==> src/rtl/top_nco.sv <==
// Numerically controlled oscillator: 32-bit phase accumulator feeding a
// quarter-wave sine ROM, producing one registered 8-bit offset-binary sample per clock.
module top_nco (
  input  logic        clk_top,
  input  logic        rst_top,
  input  logic [31:0] NCO_in,
  output logic [7:0]  NCO_out
);

  logic [31:0] phase;
  logic [7:0]  addr;
  logic [6:0]  rom_idx;
  logic [6:0]  rom_q;
  logic [7:0]  sample;

  // 256-point phase; the low 24 bits are dropped without dithering.
  assign addr = phase[31:24];

  // Odd quadrants run the quarter table backwards; a[5:0] == 0 there selects Q[64].
  always_comb begin
    rom_idx = addr[6] ? (7'd64 - {1'b0, addr[5:0]}) : {1'b0, addr[5:0]};
  end

  // NOTE: every always_comb output gets a default before the case so no latch is inferred.
  always_comb begin
    rom_q = 7'd0;
    case (rom_idx)
      7'd0:  rom_q = 7'd0;    7'd1:  rom_q = 7'd3;    7'd2:  rom_q = 7'd6;
      7'd3:  rom_q = 7'd9;    7'd4:  rom_q = 7'd12;   7'd5:  rom_q = 7'd16;
      7'd6:  rom_q = 7'd19;   7'd7:  rom_q = 7'd22;   7'd8:  rom_q = 7'd25;
      7'd9:  rom_q = 7'd28;   7'd10: rom_q = 7'd31;   7'd11: rom_q = 7'd34;
      7'd12: rom_q = 7'd37;   7'd13: rom_q = 7'd40;   7'd14: rom_q = 7'd43;
      7'd15: rom_q = 7'd46;   7'd16: rom_q = 7'd49;   7'd17: rom_q = 7'd51;
      7'd18: rom_q = 7'd54;   7'd19: rom_q = 7'd57;   7'd20: rom_q = 7'd60;
      7'd21: rom_q = 7'd63;   7'd22: rom_q = 7'd65;   7'd23: rom_q = 7'd68;
      7'd24: rom_q = 7'd71;   7'd25: rom_q = 7'd73;   7'd26: rom_q = 7'd76;
      7'd27: rom_q = 7'd78;   7'd28: rom_q = 7'd81;   7'd29: rom_q = 7'd83;
      7'd30: rom_q = 7'd85;   7'd31: rom_q = 7'd88;   7'd32: rom_q = 7'd90;
      7'd33: rom_q = 7'd92;   7'd34: rom_q = 7'd94;   7'd35: rom_q = 7'd96;
      7'd36: rom_q = 7'd98;   7'd37: rom_q = 7'd100;  7'd38: rom_q = 7'd102;
      7'd39: rom_q = 7'd104;  7'd40: rom_q = 7'd106;  7'd41: rom_q = 7'd107;
      7'd42: rom_q = 7'd109;  7'd43: rom_q = 7'd111;  7'd44: rom_q = 7'd112;
      7'd45: rom_q = 7'd113;  7'd46: rom_q = 7'd115;  7'd47: rom_q = 7'd116;
      7'd48: rom_q = 7'd117;  7'd49: rom_q = 7'd118;  7'd50: rom_q = 7'd120;
      7'd51: rom_q = 7'd121;  7'd52: rom_q = 7'd122;  7'd53: rom_q = 7'd122;
      7'd54: rom_q = 7'd123;  7'd55: rom_q = 7'd124;  7'd56: rom_q = 7'd125;
      7'd57: rom_q = 7'd125;  7'd58: rom_q = 7'd126;  7'd59: rom_q = 7'd126;
      7'd60: rom_q = 7'd126;  7'd61: rom_q = 7'd127;  7'd62: rom_q = 7'd127;
      7'd63: rom_q = 7'd127;  7'd64: rom_q = 7'd127;
      default: rom_q = 7'd0;
    endcase
  end

  // Upper half-cycle is the positive lobe; lower half mirrors it below midscale.
  assign sample = addr[7] ? (8'd128 - {1'b0, rom_q}) : (8'd128 + {1'b0, rom_q});

  // NOTE: state registers use non-blocking assignments so the output sees the pre-update phase.
  always_ff @(posedge clk_top) begin
    if (rst_top) begin
      phase   <= 32'd0;
      NCO_out <= 8'd128;
    end else begin
      phase   <= phase + NCO_in;
      NCO_out <= sample;
    end
  end

endmodule

==> config.mk <==
export PLATFORM = sky130hd
export DESIGN_NAME = top_nco
export DESIGN_NICKNAME = d
export VERILOG_FILES = /design/src/rtl/top_nco.sv
export SDC_FILE = /design/constraint.sdc
export NUM_CORES = 1
export LEC_CHECK = 0
export ABC_AREA = 1
export CORE_UTILIZATION = 59
export CTS_BUF_LIST = sky130_fd_sc_hd__clkbuf_8
export CTS_CLUSTER_SIZE = 28
export DETAILED_ROUTE_END_ITERATION = 6
export HOLD_SLACK_MARGIN = 0.06
export PLACE_DENSITY = 0.83
export RECOVER_POWER = 50
export SYNTH_ARGS = -nofsm -noshare
export SYNTH_HDL_FRONTEND = slang
export SYNTH_SLANG_ARGS = --single-unit
==> constraint.sdc <==
create_clock -name clk_top -period 4.06 [get_ports clk_top]
set_input_delay 1.015 -clock clk_top [delete_from_list [all_inputs] [get_ports clk_top]]
set_output_delay 1.015 -clock clk_top [all_outputs]
set_load 0.02 [all_outputs]
# Word-level counts from Yosys, hierarchy flattened
# Memory sizes are Yosys's and may differ from the RTL's.
# Cells that the tools add are included.
# totals
ff_bits	40
romBits	896
n_memories	1
# memory_table
memory	depth	word_bits	rd	rd_clocked_by_memory_dff	wr	line	text
(no name shown)	128	7	1	0	0	27	case (rom_idx)
# classes
n_addsub	4
n_mux	2
# op_table
cell	n
adder 32 bit	1
adder 8 x 7 -> 8 bit (first input constant)	1
2-to-1 mux 8 bit	1
subtractor 8 x 7 -> 8 bit (first input constant)	1
2-to-1 mux 7 bit	1
subtractor 7 x 6 -> 7 bit (first input constant)	1

# Logic depth before layout (Yosys ltp)
# Gate-level depths: netlist (run 1).
# An unclocked memory read counts as a cell.
# logic_depth
ltp_word	5
mapped_depth	23
mapped_depth_nobuf	23

# Least setup slack after synthesis (run 1)
# OpenSTA, ideal clock, no wires.
# synth_path
path_kind	register -> register
start	reg phase[24]
end	reg NCO_out[6]
setup_ns	0.115
arrival_time_ns	2.778
required_time_ns	3.945
slack_ns	1.167
stages_incl_launch_ff	22
synth_period_minus_slack_ns	2.893
cell_sequence	dfxtp_1 inv_2 ha_1 inv_1 nand2_1 nand2_2 inv_1 ha_1 nand3_1 nand2_1 nand2_1 nand3_1 nand2_1 nor2_1 nor2_1 a31oi_1 ha_1 nand2_2 nor2_4 nand2_2 a21oi_1 nor2_1
# synth_between
elab_chain_len	5
# synth_lines
item	line	text
from (decl)	10	logic [31:0] phase;
from (signal assigned)	63	phase <= phase + NCO_in;
subtractor 7 x 6 -> 7 bit	21	rom_idx = addr[6] ? (7'd64 - {1'b0, addr[5:0]}) : {1'b0, addr[5:0]};
2-to-1 mux 7 bit (*)	21	
memory read (128 x 7 bit) (*)	n/a	
adder 8 x 7 -> 8 bit or subtractor 8 x 7 -> 8 bit (tied branches)	55	assign sample = addr[7] ? (8'd128 - {1'b0, rom_q}) : (8'd128 + {1'b0, rom_q});
2-to-1 mux 8 bit (*)	55	
to (signal assigned)	64	NCO_out <= sample;
to (decl)	7	output logic [7:0] NCO_out
# Every way passes the cells marked *; elsewhere a longest branch is shown, timed or not.
# A chain may end at the register's enable or synchronous reset.

# Worst setup path in the final report (run 1)
# layout_path
start	in NCO_in[0]
end	reg phase[24]
# layout_between
elab_chain_len	1
# layout_lines
item	line	text
from (decl)	6	input logic [31:0] NCO_in,
adder 32 bit	63	
# Every way passes these cells.

==> flow_metrics.tcl, run 1 <==
set metrics [dict create \
    status "finished clean" \
    wl_per_cell_um 14.2 \
    routabilityCongestion 0.974 \
    final_antenna_net_count 0 \
    max_slew.worst_pin.slew_ns 0.888 \
    slowest_stage "dlygate4sd3_1" \
    drtIter0Drc 210 \
    crit_cells 16 \
    rows 29 \
    drc 0 \
    pwr-share-comb_pct 75.2 \
    maxCapViolations 0 \
    grt_pass1_vias 4075 \
    start_kind "input port" \
    cpPeakStageDelay_ns 0.54 \
    cts_made_buffers 5 \
    final_net_count 738 \
    seqPwrFrac_pct 16.5 \
    htreeDepth 2 \
    cts_resized 0 \
    synth-seq-area-share_pct 20.4 \
    swShare_pct 56.3 \
    hold_violations 0 \
    power_density_nw_per_um2 881 \
    cts_num_sinks 40 \
    min_period_ns 3.50 \
    tns_ns 0 \
    cts_tree "done" \
    slew_headroom_pct 40.8 \
    path_common_cell "nand2_1" \
    whs_ns 0.574 \
    post-dp-hpwl_mm 8.24 \
    synth_nets 699 \
    hold_class "flip-flop to flip-flop" \
    syn_inst 623 \
    crit_path_start "NCO_in[0]" \
    syn_avg_cell_area_um2 6.31 \
    cp.required_ns 4.30 \
    crit_path_max_fanout 4 \
    die_x_um 83.7 \
    grt_pass1_wl_mm 17.8 \
    area_growth_pct 13.6 \
    drt-total-wl_mm 10.5 \
    initial_core_util_pct 61.6 \
    postLayoutCellArea_um2 4470 \
    insertion_delay_ns 0.30 \
    path_cells "dlygate4sd3_1 > ha_1 > fa_1 > nand2_1 > nand2_1 > o21ai_0 > o21ai_0 > a21oi_1 > o21ai_2 > nand2_1 > nand2_1 > nand3_1 > nand2_1 > nand2_1 > nand2_1 > nor2_1" \
    fin_crit_sh_pct 86.3 \
    track_usage_pct 30.6 \
    critical_path_buf_inv_count 1 \
    worstReg2RegStart "phase[25]" \
    ys_types 43 \
    critPathArrivalTime_ns 3.74 \
    drive_gt1_share_pct 7.39 \
    setup_violations 0 \
    final_max_slew_viol_count 0 \
    ys_warn_count 0 \
    first_pass_iters 5 \
    yosys.area.top_type "dfxtp_1" \
    antenna_cells 0 \
    detailed_place.area_um2 4370 \
    synth_seq_cells 40 \
    power.switching_mw 2.22 \
    coreArea_um2 6390 \
    fmax_mhz 286 \
    pin_count 42 \
    end_kind "flip-flop" \
    io_buffers 41 \
    vias 4250 \
    crit_end "phase[24]" \
    ir_worst_vdd_mv 0.758 \
    finalClockSkew_ns 0.0169 \
    r2r-end "NCO_out[6]" \
    power_mw 3.94 \
    intPower_mw 1.72 \
    die_area_um2 7000 \
    power_frac_clock_pct 8.3 \
    crit_type "input port to flip-flop" \
    synth_top_area_share_pct 20.4 \
    cts.hold.buffers_added 0 \
    via_per_inst 5.74 \
    path_clk_slew_ns 0.09 \
    syn_area_um2 3930 \
    critPathTopFamily "simple AND/OR/NAND/NOR gates" \
    rsz0062_at_grt "false" \
    clockRootBuffer "clkbuf_8" \
    die_h_um 83.7 \
    rrSetupSlack_ns 0.63 \
    grt_max_degree 31 \
    synth_area_leaders "dfxtp_1 20%, nand2_1 14%, ha_1 13%" \
    postCtsSetupBuffers 0 \
    antenna_found_initial 0 \
    rr_worst_depth 22 \
    power.leakage_nw 2.18 \
    gr-total-overflow 0 \
    clk_path_buf_depth 2 \
]
[synthesized netlist by cell type]
library cell	instances
nand2_1	148
a21oi_1	67
inv_1	63
nor2_1	63
nand3_1	53
ha_1	41
dfxtp_1	40
o21ai_0	39
nand2_2	14
o21a_1	8
inv_2	7
a31oi_1	6
nand3_2	6
nor3_1	6
buf_6	5
nand4_1	5
o21ai_1	5
clkbuf_1	4
nor2_2	4
a221oi_1	3
nand2_4	3
nor2_4	3
nor4_1	3
o21bai_1	3
a21o_1	2
buf_4	2
nand3b_1	2
o211ai_1	2
o31ai_1	2
a211oi_1	1
a21boi_0	1
and3_1	1
buf_2	1
fa_1	1
inv_4	1
nand3_4	1
nor3b_1	1
nor4_2	1
o21ai_2	1
o221ai_1	1
o311ai_0	1
or2_2	1
xnor2_1	1
[state kept, by name, indices dropped and copies added, names as in the netlist]
register	count
phase	32
NCO_out	8
[per-layer routing]
layer / track usage (%) / vias to the layer above / share of wire (%)
met4: 15.3 / 0 / 3.3
met5: 0 / - / 0
met1: 36.2 / 1873 / 43
li1: - / 2177 / -
met2: 53.7 / 166 / 48
met3: 4.65 / 34 / 6.1
[worst min path at each step]
stage | depth (start not counted) | to | start | slack, ns
global route | 3 | phase[0] | phase[0] | 0.61
floorplan | 3 | phase[0] | phase[0] | 0.52
global placement | 3 | phase[0] | phase[0] | 0.54
detailed placement | 1 | NCO_out[7] | phase[31] | 0.56
finish | 3 | phase[0] | phase[0] | 0.57
CTS | 3 | phase[0] | phase[0] | 0.58
[through the flow]
stage / instances / util (%) / setup slack (ns)
final: 740 / 70.0 / 0.558
after global routing: 740 / 70.0 / 0.205
after CTS: 740 / 70.1 / 0.823
after detailed placement: 732 / 68.5 / 0.535
after global placement: 732 / 68.5 / 0.626
after floorplan: 623 / - / 1.17
[power groups by stage]
stage / sequential [mW] / combinational, mW / clock [mW]
2_1_floorplan: 0.659 / 2.33 / 0
3_3_place_gp: 0.654 / 2.86 / 0
3_5_place_dp: 0.659 / 2.91 / 0
4_1_cts: 0.650 / 2.93 / 0.333
5_1_grt: 0.663 / 3.34 / 0.347
6_report: 0.648 / 2.96 / 0.327
[cell type report]
class | count | area, um^2
Timing Repair Buffer | 44 | 429
Clock buffer | 5 | 68.8
Fill cell | 592 | 1920
Inverter | 71 | 269
Clock inverter | 3 | 38.8
Sequential cell | 40 | 801
Tap cell | 77 | 96.3
Multi-Input combinational cell | 500 | 2770
[layout by cell type, fill, tap and decap left out, drive strengths merged, types with 2 or more instances in the layout]
master	netlist	routed
o21a	8	8
ha	41	41
a21oi	67	67
nand4	5	5
clkdlybuf4s50	0	30
o31ai	2	2
nand2	165	165
nor2	70	70
a221oi	3	3
dlygate4sd3	0	11
nand3b	2	2
nand3	60	60
buf	8	2
dfxtp	40	40
o211ai	2	2
nor3	6	6
inv	71	72
o21ai	45	45
nor4	4	4
a31oi	6	6
clkbuf	4	6
a21o	2	2
o21bai	3	3
[kinds of logic (layout without fill, tap and decap cells)]
| family | after synthesis | after routing | share of synthesized area [%] |
|---|---|---|---|
| flip-flops | 40 | 40 | 20.4 |
| XOR/XNOR | 1 | 1 | 0.223 |
| AND/OR/NAND/NOR | 315 | 315 | 36.7 |
| adder cells (fa/ha/maj) | 42 | 42 | 13.5 |
| AO/OA/AOI/OAI | 142 | 142 | 20.0 |
| buffers and inverters | 83 | 123 | 9.16 |
[tightest hold or removal path, cell delays in order (launching register included)]
cell and delay, ns:
dfxtp_1 0.33, ha_1 0.12, inv_1 0.04, nor2_1 0.06
No activity file was read; power rests on OpenSTA's default activity.
==> run 2: changes to the inputs <==
--- a/config.mk
+++ b/config.mk
@@ -11,7 +11,7 @@
 export CTS_CLUSTER_SIZE = 28
 export DETAILED_ROUTE_END_ITERATION = 6
 export HOLD_SLACK_MARGIN = 0.06
-export PLACE_DENSITY = 0.83
+export PLACE_DENSITY = 0.8
 export RECOVER_POWER = 50
 export SYNTH_ARGS = -nofsm -noshare
 export SYNTH_HDL_FRONTEND = slang
==> run 2 against run 1 <==
Effect of this change: power rose by 1.2%; clock-buffer cell count unchanged; maximum frequency increased by 1.3%; global-route usage shrank 0.37 points; cell area grew 0.36%; register-to-register slack lost 0.03 ns; critical path depth up 6; largest power group unchanged.
==> flow_metrics.tcl, run 2 (synthesis results as in run 1) <==
set metrics [dict create \
    fillers 597 \
    placed_cells 733 \
    hold_violations 0 \
    top_regs "phase x32, NCO_out x8" \
    place_ws_ns 0.551 \
    grt_max_degree 29 \
    antenna_found_initial 0 \
    die_x_um 83.7 \
    crit_cells 22 \
    layout.cells.non_filler 741 \
    postLayoutCellArea_um2 4480 \
    crit_type "flip-flop to flip-flop" \
    worstReg2RegStart "phase[24]" \
    cts_resized 0 \
    final_antenna_net_count 0 \
    clk_path_buf_depth 2 \
    path_cells "inv_2 > ha_1 > inv_1 > nand2_1 > nand2_1 > inv_1 > ha_1 > inv_1 > nand2_1 > nand2_1 > nand2_1 > nand2_1 > nand3_1 > nand3_1 > nor2_1 > a31oi_1 > ha_1 > nand2_2 > nor2_4 > nand2_2 > a21oi_1 > nor2_1" \
    largest-register "phase" \
    wl_per_cell_um 14.3 \
    detailed_place.area_um2 4380 \
    rr_worst_depth 22 \
    intPower_mw 1.72 \
    tns_ns 0 \
    finalWorstSetupSlack_ns 0.604 \
    finalClockSkew_ns 0.0104 \
    end_kind "flip-flop" \
    first_pass_iters 5 \
    layout_common_cells "149 x nand2_1, 67 x a21oi_1, 63 x inv_1, 63 x nor2_1, 53 x nand3_1" \
    r2r-end "NCO_out[6]" \
    cpPeakStageDelay_ns 0.38 \
    power_frac_clock_pct 8.6 \
    min_period_ns 3.46 \
    fin_crit_sh_pct 85.1 \
    coreArea_um2 6390 \
    final_net_count 739 \
    final_max_slew_viol_count 0 \
    initial_core_util_pct 61.6 \
    crit_end "NCO_out[6]" \
    pin_count 42 \
    antenna_cells 0 \
    drt-total-wl_mm 10.6 \
    drtIter0Drc 426 \
    whs_ns 0.583 \
    ir_worst_vdd_mv 0.709 \
    start_kind "flip-flop" \
    io_buffers 41 \
    track_usage_pct 30.2 \
    rrSetupSlack_ns 0.60 \
    area_growth_pct 14.0 \
    via_per_inst 5.89 \
    cts_made_buffers 5 \
    insertion_delay_ns 0.30 \
    power_mw 3.98 \
    cp.required_ns 4.26 \
    power_density_nw_per_um2 888 \
    routabilityCongestion 0.943 \
    gr-total-overflow 0 \
    largest_reg_flops 32 \
    hold_depth 1 \
    cts_tree "done" \
    drive_gt1_share_pct 7.83 \
    critical_path_buf_inv_count 4 \
    cts.hold.buffers_added 0 \
    critPathArrivalTime_ns 3.66 \
    fmax_mhz 289 \
    vias 4364 \
    max_slew.worst_pin.slew_ns 0.885 \
    cts_num_sinks 40 \
    post-dp-hpwl_mm 8.24 \
    rows 29 \
    die_h_um 83.7 \
    htreeDepth 2 \
    critPathTopFamily "simple AND/OR/NAND/NOR gates" \
    grt_pass1_vias 3818 \
    hold_class "flip-flop to flip-flop" \
    slew_headroom_pct 41.0 \
    setup_violations 0 \
    path_clk_slew_ns 0.09 \
    swShare_pct 56.7 \
    pwr-share-comb_pct 75.2 \
    maxCapViolations 0 \
    grt_pass1_wl_mm 17.4 \
    status "finished clean" \
    seqPwrFrac_pct 16.2 \
    crit_path_start "phase[24]" \
    postCtsSetupBuffers 0 \
    finalCoreUtilization_pct 70.2 \
    power.leakage_nw 2.18 \
    final_common_cell "nand2_1" \
    power.switching_mw 2.26 \
    crit_path_max_fanout 10 \
    drc 0 \
    clockRootBuffer "clkbuf_8" \
    path_common_cell "nand2_1" \
    slowest_stage "ha_1" \
    rsz0062_at_grt "false" \
    die_area_um2 7000 \
]
==> run 2: cell types whose count changed in the layout (fill, tap and decap cells not counted) <==
| cell | change |
|---|---|
| buf_4 | +1 |
| clkdlybuf4s50_1 | -1 |
| clkinvlp_4 | +1 |
| dlygate4sd3_1 | +1 |
| inv_1 | -1 |
| nand3_1 | -1 |
| nand3_2 | +1 |
==> run 2: area by class of cell <==
class	count	area (um^2)	area share (%)
multi-input combinational	500	2770	61.8
sequential	40	801	17.9
timing repair buffer	45	437	9.74
inverter	71	269	6.00
tap	77	96.3	2.15
clock buffer	5	68.8	1.53
clock inverter	3	42.5	0.949
==> run 2: worst min-delay path by stage <==
stage	startpoint	endpoint	slack (ns)
final	phase[31]	NCO_out[7]	0.58
after global placement	phase[0]	phase[0]	0.54
after global routing	phase[0]	phase[0]	0.62
after CTS	phase[31]	NCO_out[7]	0.58
after detailed placement	phase[31]	NCO_out[7]	0.56
after floorplan	phase[0]	phase[0]	0.52
==> run 2: routing by layer <==
| metal | share of wire [%] | up-vias | track usage (%) |
|---|---|---|---|
| met3 | 9.1 | 18 | 3.96 |
| met1 | 45 | 1961 | 43.2 |
| met2 | 44 | 216 | 47.9 |
| met4 | 1.6 | 0 | 7.70 |
| met5 | 0 | - | 0 |
| li1 | - | 2169 | - |
==> run 2: power by group through the flow <==
stage	combinational [mW]	clock, mW	sequential [mW]
detailed placement	2.93	0	0.656
CTS	2.94	0.347	0.647
floorplan	2.33	0	0.659
global route	3.36	0.358	0.663
finish	2.99	0.341	0.646
global placement	2.88	0	0.650
